File: config.mk
export PLATFORM = sky130hd
export DESIGN_NAME = tl_width_widget_down
export DESIGN_NICKNAME = d
export VERILOG_FILES = /design/src/rtl/tl_width_widget_down.sv
export SDC_FILE = /design/constraint.sdc
export NUM_CORES = 1
export LEC_CHECK = 0
export ABC_AREA = 1
export CORE_AREA = 2 2 128 130
export DETAILED_ROUTE_END_ITERATION = 8
export DIE_AREA = 0 0 130 132
export SLEW_MARGIN = 15
export SYNTH_ARGS = -nofsm -noshare
export SYNTH_HDL_FRONTEND = slang
export SYNTH_SLANG_ARGS = --single-unit
File: constraint.sdc
create_clock -name clock -period 1.8 [get_ports clock]
set_input_delay 0.36 -clock clock [delete_from_list [all_inputs] [get_ports clock]]
set_output_delay 0.36 -clock clock [all_outputs]
set_load 0.02 [all_outputs]
File: src/rtl/tl_width_widget_down.sv
// TileLink width adapter: splits wide inner A beats into narrow outer beats and
// merges outer D beats back into wide inner beats. Define TLWW_ASSERT_EN for simulation checks.
module tl_width_widget_down #(
  parameter int IN_BYTES  = 8,
  parameter int OUT_BYTES = 4,
  parameter int ADDR_W    = 32,
  parameter int SOURCE_W  = 4,
  parameter int SIZE_W    = 3
) (
  input  logic                    clock,
  input  logic                    reset,
  // inner A
  output logic                    auto_in_a_ready,
  input  logic                    auto_in_a_valid,
  input  logic [2:0]              auto_in_a_opcode,
  input  logic [2:0]              auto_in_a_param,
  input  logic [SIZE_W-1:0]       auto_in_a_size,
  input  logic [SOURCE_W-1:0]     auto_in_a_source,
  input  logic [ADDR_W-1:0]       auto_in_a_address,
  input  logic [IN_BYTES-1:0]     auto_in_a_mask,
  input  logic [8*IN_BYTES-1:0]   auto_in_a_data,
  input  logic                    auto_in_a_corrupt,
  // inner D
  input  logic                    auto_in_d_ready,
  output logic                    auto_in_d_valid,
  output logic [2:0]              auto_in_d_opcode,
  output logic [SIZE_W-1:0]       auto_in_d_size,
  output logic [SOURCE_W-1:0]     auto_in_d_source,
  output logic                    auto_in_d_denied,
  output logic [8*IN_BYTES-1:0]   auto_in_d_data,
  output logic                    auto_in_d_corrupt,
  // outer A
  input  logic                    auto_out_a_ready,
  output logic                    auto_out_a_valid,
  output logic [2:0]              auto_out_a_opcode,
  output logic [2:0]              auto_out_a_param,
  output logic [SIZE_W-1:0]       auto_out_a_size,
  output logic [SOURCE_W-1:0]     auto_out_a_source,
  output logic [ADDR_W-1:0]       auto_out_a_address,
  output logic [OUT_BYTES-1:0]    auto_out_a_mask,
  output logic [8*OUT_BYTES-1:0]  auto_out_a_data,
  output logic                    auto_out_a_corrupt,
  // outer D
  output logic                    auto_out_d_ready,
  input  logic                    auto_out_d_valid,
  input  logic [2:0]              auto_out_d_opcode,
  input  logic [SIZE_W-1:0]       auto_out_d_size,
  input  logic [SOURCE_W-1:0]     auto_out_d_source,
  input  logic                    auto_out_d_denied,
  input  logic [8*OUT_BYTES-1:0]  auto_out_d_data,
  input  logic                    auto_out_d_corrupt
);

  localparam int RATIO  = IN_BYTES / OUT_BYTES;
  localparam int LO     = $clog2(OUT_BYTES);
  localparam int HI     = $clog2(IN_BYTES);
  localparam int LANE_W = HI - LO;
  localparam int OW     = 8 * OUT_BYTES;

  localparam logic [SIZE_W-1:0] LO_SZ     = SIZE_W'(LO);
  localparam logic [LANE_W-1:0] LAST_LANE = LANE_W'(RATIO - 1);

  localparam logic [2:0] OP_PUT_FULL     = 3'd0;
  localparam logic [2:0] OP_PUT_PARTIAL  = 3'd1;
  localparam logic [2:0] OP_ACCESS_DATA  = 3'd1;

  logic [LANE_W-1:0]         a_cnt;
  logic [LANE_W-1:0]         d_cnt;
  logic [(RATIO-1)*OW-1:0]   d_buf;
  logic                      den_acc;
  logic                      cor_acc;

  logic                      a_wide, a_split, a_fire;
  logic [LANE_W-1:0]         a_lane;
  logic [OUT_BYTES-1:0]      lane_mask;
  logic                      d_merge, d_last, d_fire;

  assign a_wide  = auto_in_a_size > LO_SZ;
  assign a_split = a_wide && (auto_in_a_opcode == OP_PUT_FULL || auto_in_a_opcode == OP_PUT_PARTIAL);
  assign a_fire  = auto_in_a_valid && auto_out_a_ready;

  assign auto_out_a_valid   = auto_in_a_valid;
  assign auto_out_a_opcode  = auto_in_a_opcode;
  assign auto_out_a_param   = auto_in_a_param;
  assign auto_out_a_size    = auto_in_a_size;
  assign auto_out_a_source  = auto_in_a_source;
  assign auto_out_a_address = auto_in_a_address;
  assign auto_out_a_corrupt = auto_in_a_corrupt;
  assign auto_out_a_mask    = (a_wide && !a_split) ? '1 : lane_mask;
  // The inner beat is consumed only once its last lane has been accepted outside.
  assign auto_in_a_ready    = auto_out_a_ready && (!a_split || a_cnt == LAST_LANE);

  always_comb begin
    // NOTE: every combinational output gets a default first so no path infers a latch.
    a_lane          = a_split ? a_cnt : (a_wide ? '0 : auto_in_a_address[HI-1:LO]);
    auto_out_a_data = '0;
    lane_mask       = '0;
    for (int i = 0; i < RATIO; i++) begin
      if (a_lane == LANE_W'(i)) begin
        auto_out_a_data = auto_in_a_data[i*OW +: OW];
        lane_mask       = auto_in_a_mask[i*OUT_BYTES +: OUT_BYTES];
      end
    end
  end

  // Only wide AccessAckData is merged; a wide AccessAck carries no data.
  assign d_merge = (auto_out_d_size > LO_SZ) && (auto_out_d_opcode == OP_ACCESS_DATA);
  assign d_last  = d_cnt == LAST_LANE;
  assign d_fire  = auto_out_d_valid && auto_out_d_ready;

  assign auto_in_d_opcode = auto_out_d_opcode;
  assign auto_in_d_size   = auto_out_d_size;
  assign auto_in_d_source = auto_out_d_source;

  always_comb begin
    auto_in_d_valid   = auto_out_d_valid;
    auto_out_d_ready  = auto_in_d_ready;
    auto_in_d_data    = {RATIO{auto_out_d_data}};
    auto_in_d_denied  = auto_out_d_denied;
    auto_in_d_corrupt = auto_out_d_corrupt;
    if (d_merge) begin
      if (!d_last) begin
        auto_in_d_valid  = 1'b0;
        auto_out_d_ready = 1'b1;
      end else begin
        auto_in_d_data    = {auto_out_d_data, d_buf};
        auto_in_d_denied  = auto_out_d_denied  | den_acc;
        auto_in_d_corrupt = auto_out_d_corrupt | cor_acc;
      end
    end
  end

  // NOTE: state updates use non-blocking assignments so every register samples pre-edge values.
  always_ff @(posedge clock) begin
    if (reset) begin
      a_cnt   <= '0;
      d_cnt   <= '0;
      // NOTE: the merge buffer is small and explicitly cleared, so a reset never exposes stale lanes.
      d_buf   <= '0;
      den_acc <= 1'b0;
      cor_acc <= 1'b0;
    end else begin
      if (a_fire && a_split) a_cnt <= a_cnt + LANE_W'(1);
      if (d_fire && d_merge) begin
        d_cnt <= d_cnt + LANE_W'(1);
        if (d_last) begin
          den_acc <= 1'b0;
          cor_acc <= 1'b0;
        end else begin
          den_acc <= den_acc | auto_out_d_denied;
          cor_acc <= cor_acc | auto_out_d_corrupt;
          for (int i = 0; i < RATIO - 1; i++) begin
            if (d_cnt == LANE_W'(i)) d_buf[i*OW +: OW] <= auto_out_d_data;
          end
        end
      end
    end
  end

`ifdef TLWW_ASSERT_EN
  localparam int A_FW = 7 + SIZE_W + SOURCE_W + ADDR_W + IN_BYTES + 8*IN_BYTES;
  localparam int D_FW = 3 + SIZE_W + SOURCE_W;
  localparam logic [SIZE_W-1:0] HI_SZ = SIZE_W'(HI);

  logic [A_FW-1:0] a_fields, a_hold;
  logic [D_FW-1:0] d_fields, d_hold;

  assign a_fields = {auto_in_a_opcode, auto_in_a_param, auto_in_a_size, auto_in_a_source,
                     auto_in_a_address, auto_in_a_mask, auto_in_a_data, auto_in_a_corrupt};
  assign d_fields = {auto_out_d_opcode, auto_out_d_size, auto_out_d_source};

  always_ff @(posedge clock) begin
    if (a_fire && a_split) a_hold <= a_fields;
    if (d_fire && d_merge) d_hold <= d_fields;
    if (!reset) begin
      if (auto_in_a_valid && a_cnt != '0)
        assert (a_fields == a_hold) else $error("inner A changed mid-split");
      if (auto_out_d_valid && d_cnt != '0)
        assert (d_fields == d_hold) else $error("outer D header changed mid-merge");
      if (auto_in_a_valid)
        assert (auto_in_a_size <= HI_SZ) else $error("A size exceeds inner width");
      if (auto_out_d_valid)
        assert (auto_out_d_size <= HI_SZ) else $error("D size exceeds inner width");
    end
  end
`endif

endmodule

==> flow_metrics.tcl <==
set metrics [dict create \
    grt_pass1_vias 3787 \
    die_x_um 130 \
    grt_max_degree 36 \
    post_drt_wl_per_cell_um 15.7 \
    leakage_nw 3.30 \
    final_hold_viol_count 0 \
    fill_cells 1559 \
    ir_drop_v 0.000392 \
    postCtsHoldBufs 0 \
    dpl_worst_slack_ps -926 \
    area_delta_synth_final_pct 125 \
    start_util_pct 20.1 \
    clk_pin_slew_worst_paths_ps 60 \
    synthTopCellsByArea "buf_4, dfxtp_1, nand2_1" \
    setup_tns_ps -5720 \
    clockBufferDepth 2 \
    syn-num-nets 695 \
    synth_top_area_share_pct 23.0 \
    antenna_found_initial 0 \
    final_common_cell "clkdlybuf4s50_1" \
    yosys.area.top_type "buf_4" \
    max_slew_margin_pct 78.2 \
    grt_usage_pct 15.8 \
    core_region_area_mm2 0.0157 \
    design.die.area_mm2 0.0172 \
    clk_latency_ps 280 \
    avgViaCountPerCell 4.12 \
    rsz0062_at_grt "yes" \
    final_cell_mix "clkdlybuf4s50_1, buf_6, nand2_1" \
    wl_mm 15.1 \
    hold_path_class "reg2reg" \
    fin_util_pct 45.2 \
    synth_cell_types 23 \
    worst_pin_slew_ps 327 \
    clock-sinks 36 \
    worst_r2r_path_depth 7 \
    clock_skew_ps 2.15 \
    timing.fmax_ghz 0.499 \
    cts_max_level 2 \
    synthesis.area_mm2 0.00316 \
    outcome "complete, but fails checks" \
    drive_above_1_share_pct 44.8 \
    die_y_um 132 \
    grt_overflow 0 \
    ios 330 \
    port_buffers 241 \
    cts_tree "done" \
    ant_nets 0 \
    setup_viol_count_final 55 \
    hold_ws_ps 485 \
    crit_type "in2out" \
    gp_congestion 0.778 \
    powerDensity_mw_per_mm2 509 \
    avgSynthCellArea_um2 6.00 \
    synth_seq_cells 36 \
    end_kind "output pin" \
    numCtsBuffers 5 \
    grt_pass1_wl_mm 21.0 \
    max-cap-violations 0 \
    nets 912 \
    period_needed_ps 2000 \
    postSynthCellCount 527 \
    crit_required_ps 1440 \
    hold_depth 2 \
    diodes 0 \
    fin_crit_sh_pct 111 \
    start_kind "primary input" \
    drt_iter0_drc 96 \
    first_pass_iters 4 \
    worstPathArrival_ps 1640 \
    setup_slack_ps -202 \
    drc 0 \
    power_mw 3.61 \
    clockRootBuffer "clkbuf_16" \
    slew_viol_final 0 \
    yosys_warnings 0 \
    violations "setup timing" \
    yosysSeqAreaShare_pct 22.8 \
    place_hpwl_mm 9.64 \
    num_rows 46 \
    dr_total_vias 3960 \
    cp_max_fo 7 \
]
## stage by stage
stage | cell area [um2] | cells
3_5_place_dp | 5410 | 912
2_1_floorplan | 3160 | 527
3_3_place_gp | 5410 | 912
5_1_grt | 7100 | 961
4_1_cts | 6570 | 957
6_report | 7100 | 961
## where the power goes
part	total [mW]	switching, mW	internal (mW)
logic	1.71	0.819	0.895
clock network	1.07	0.345	0.730
registers	0.824	0.00624	0.818
## worst max-delay path: stages
cell,delay (ps)
buf_8,100
a21o_4,240
o21ai_4,180
buf_6,140
nand2_8,70
buf_12,140
buf_16,150
nand2_4,70
nand2_4,50
buf_12,130
## sequential cells by signal, summed over array words and instances, names as in the netlist
signal   cells
d_cnt        1
a_cnt        1
cor_acc      1
den_acc      1
d_buf       32
## layout make-up
type / count / area, um2 / area share [%]
tap: 216 / 270 / 3.81
inverter: 43 / 164 / 2.31
timing repair buffer: 326 / 3460 / 48.8
multi-input combinational: 332 / 2300 / 32.4
clock inverter: 1 / 30.0 / 0.423
sequential: 36 / 721 / 10.1
clock buffer: 7 / 153 / 2.15
## kinds of logic (layout without fill, tap and decap cells)
logic type | Yosys count | after routing | synth area share (%)
AND/OR/NAND/NOR | 286 | 286 | 36.2
buffers and inverters | 159 | 377 | 32.5
AO/OA/AOI/OAI | 46 | 46 | 8.54
flip-flops | 36 | 36 | 22.8
## synthesized netlist by cell type
cell	instances
nor2_1	66
nand3_1	41
a21oi_2	3
clkinv_1	1
nand4_1	1
o21ai_1	10
o21ai_0	26
dfxtp_1	36
o21a_1	1
nor2_2	1
nand2_4	1
o21ai_4	1
buf_6	8
o2111ai_1	1
buf_2	6
clkbuf_1	5
a21o_2	1
inv_1	41
buf_4	97
nand2_1	175
inv_2	1
o21bai_1	3
nand3_2	1
## layer usage
metal,part of all wire [%],vias up,GRT usage (%)
li1,-,1971,-
met1,38,1792,17.6
met2,52,177,29.5
met3,8.6,20,4.42
met4,1.4,0,3.29
met5,0,-,0
## path summary, 6_finish.rpt
kind | slack, ps | to | start
min | 490 | den_acc$_SDFFE_PP0P_ | den_acc$_SDFFE_PP0P_
max | -200 | auto_out_a_data[1] | auto_in_a_size[1]
max reg2reg | 530 | d_buf[0]$_SDFFE_PP0P_ | d_cnt$_SDFFE_PP0P_
min reg2reg | 490 | den_acc$_SDFFE_PP0P_ | den_acc$_SDFFE_PP0P_
## timing repair
| item | in CTS | in global routing |
|---|---|---|
| setup buffers | 26 | 14 |
| endpoints found under the setup margin | 115 | 71 |
| resized for setup | 624 | 169 |
| cloned | 11 | 3 |
| pin swaps | 23 | 26 |
Power figures use the tool's default switching activity.
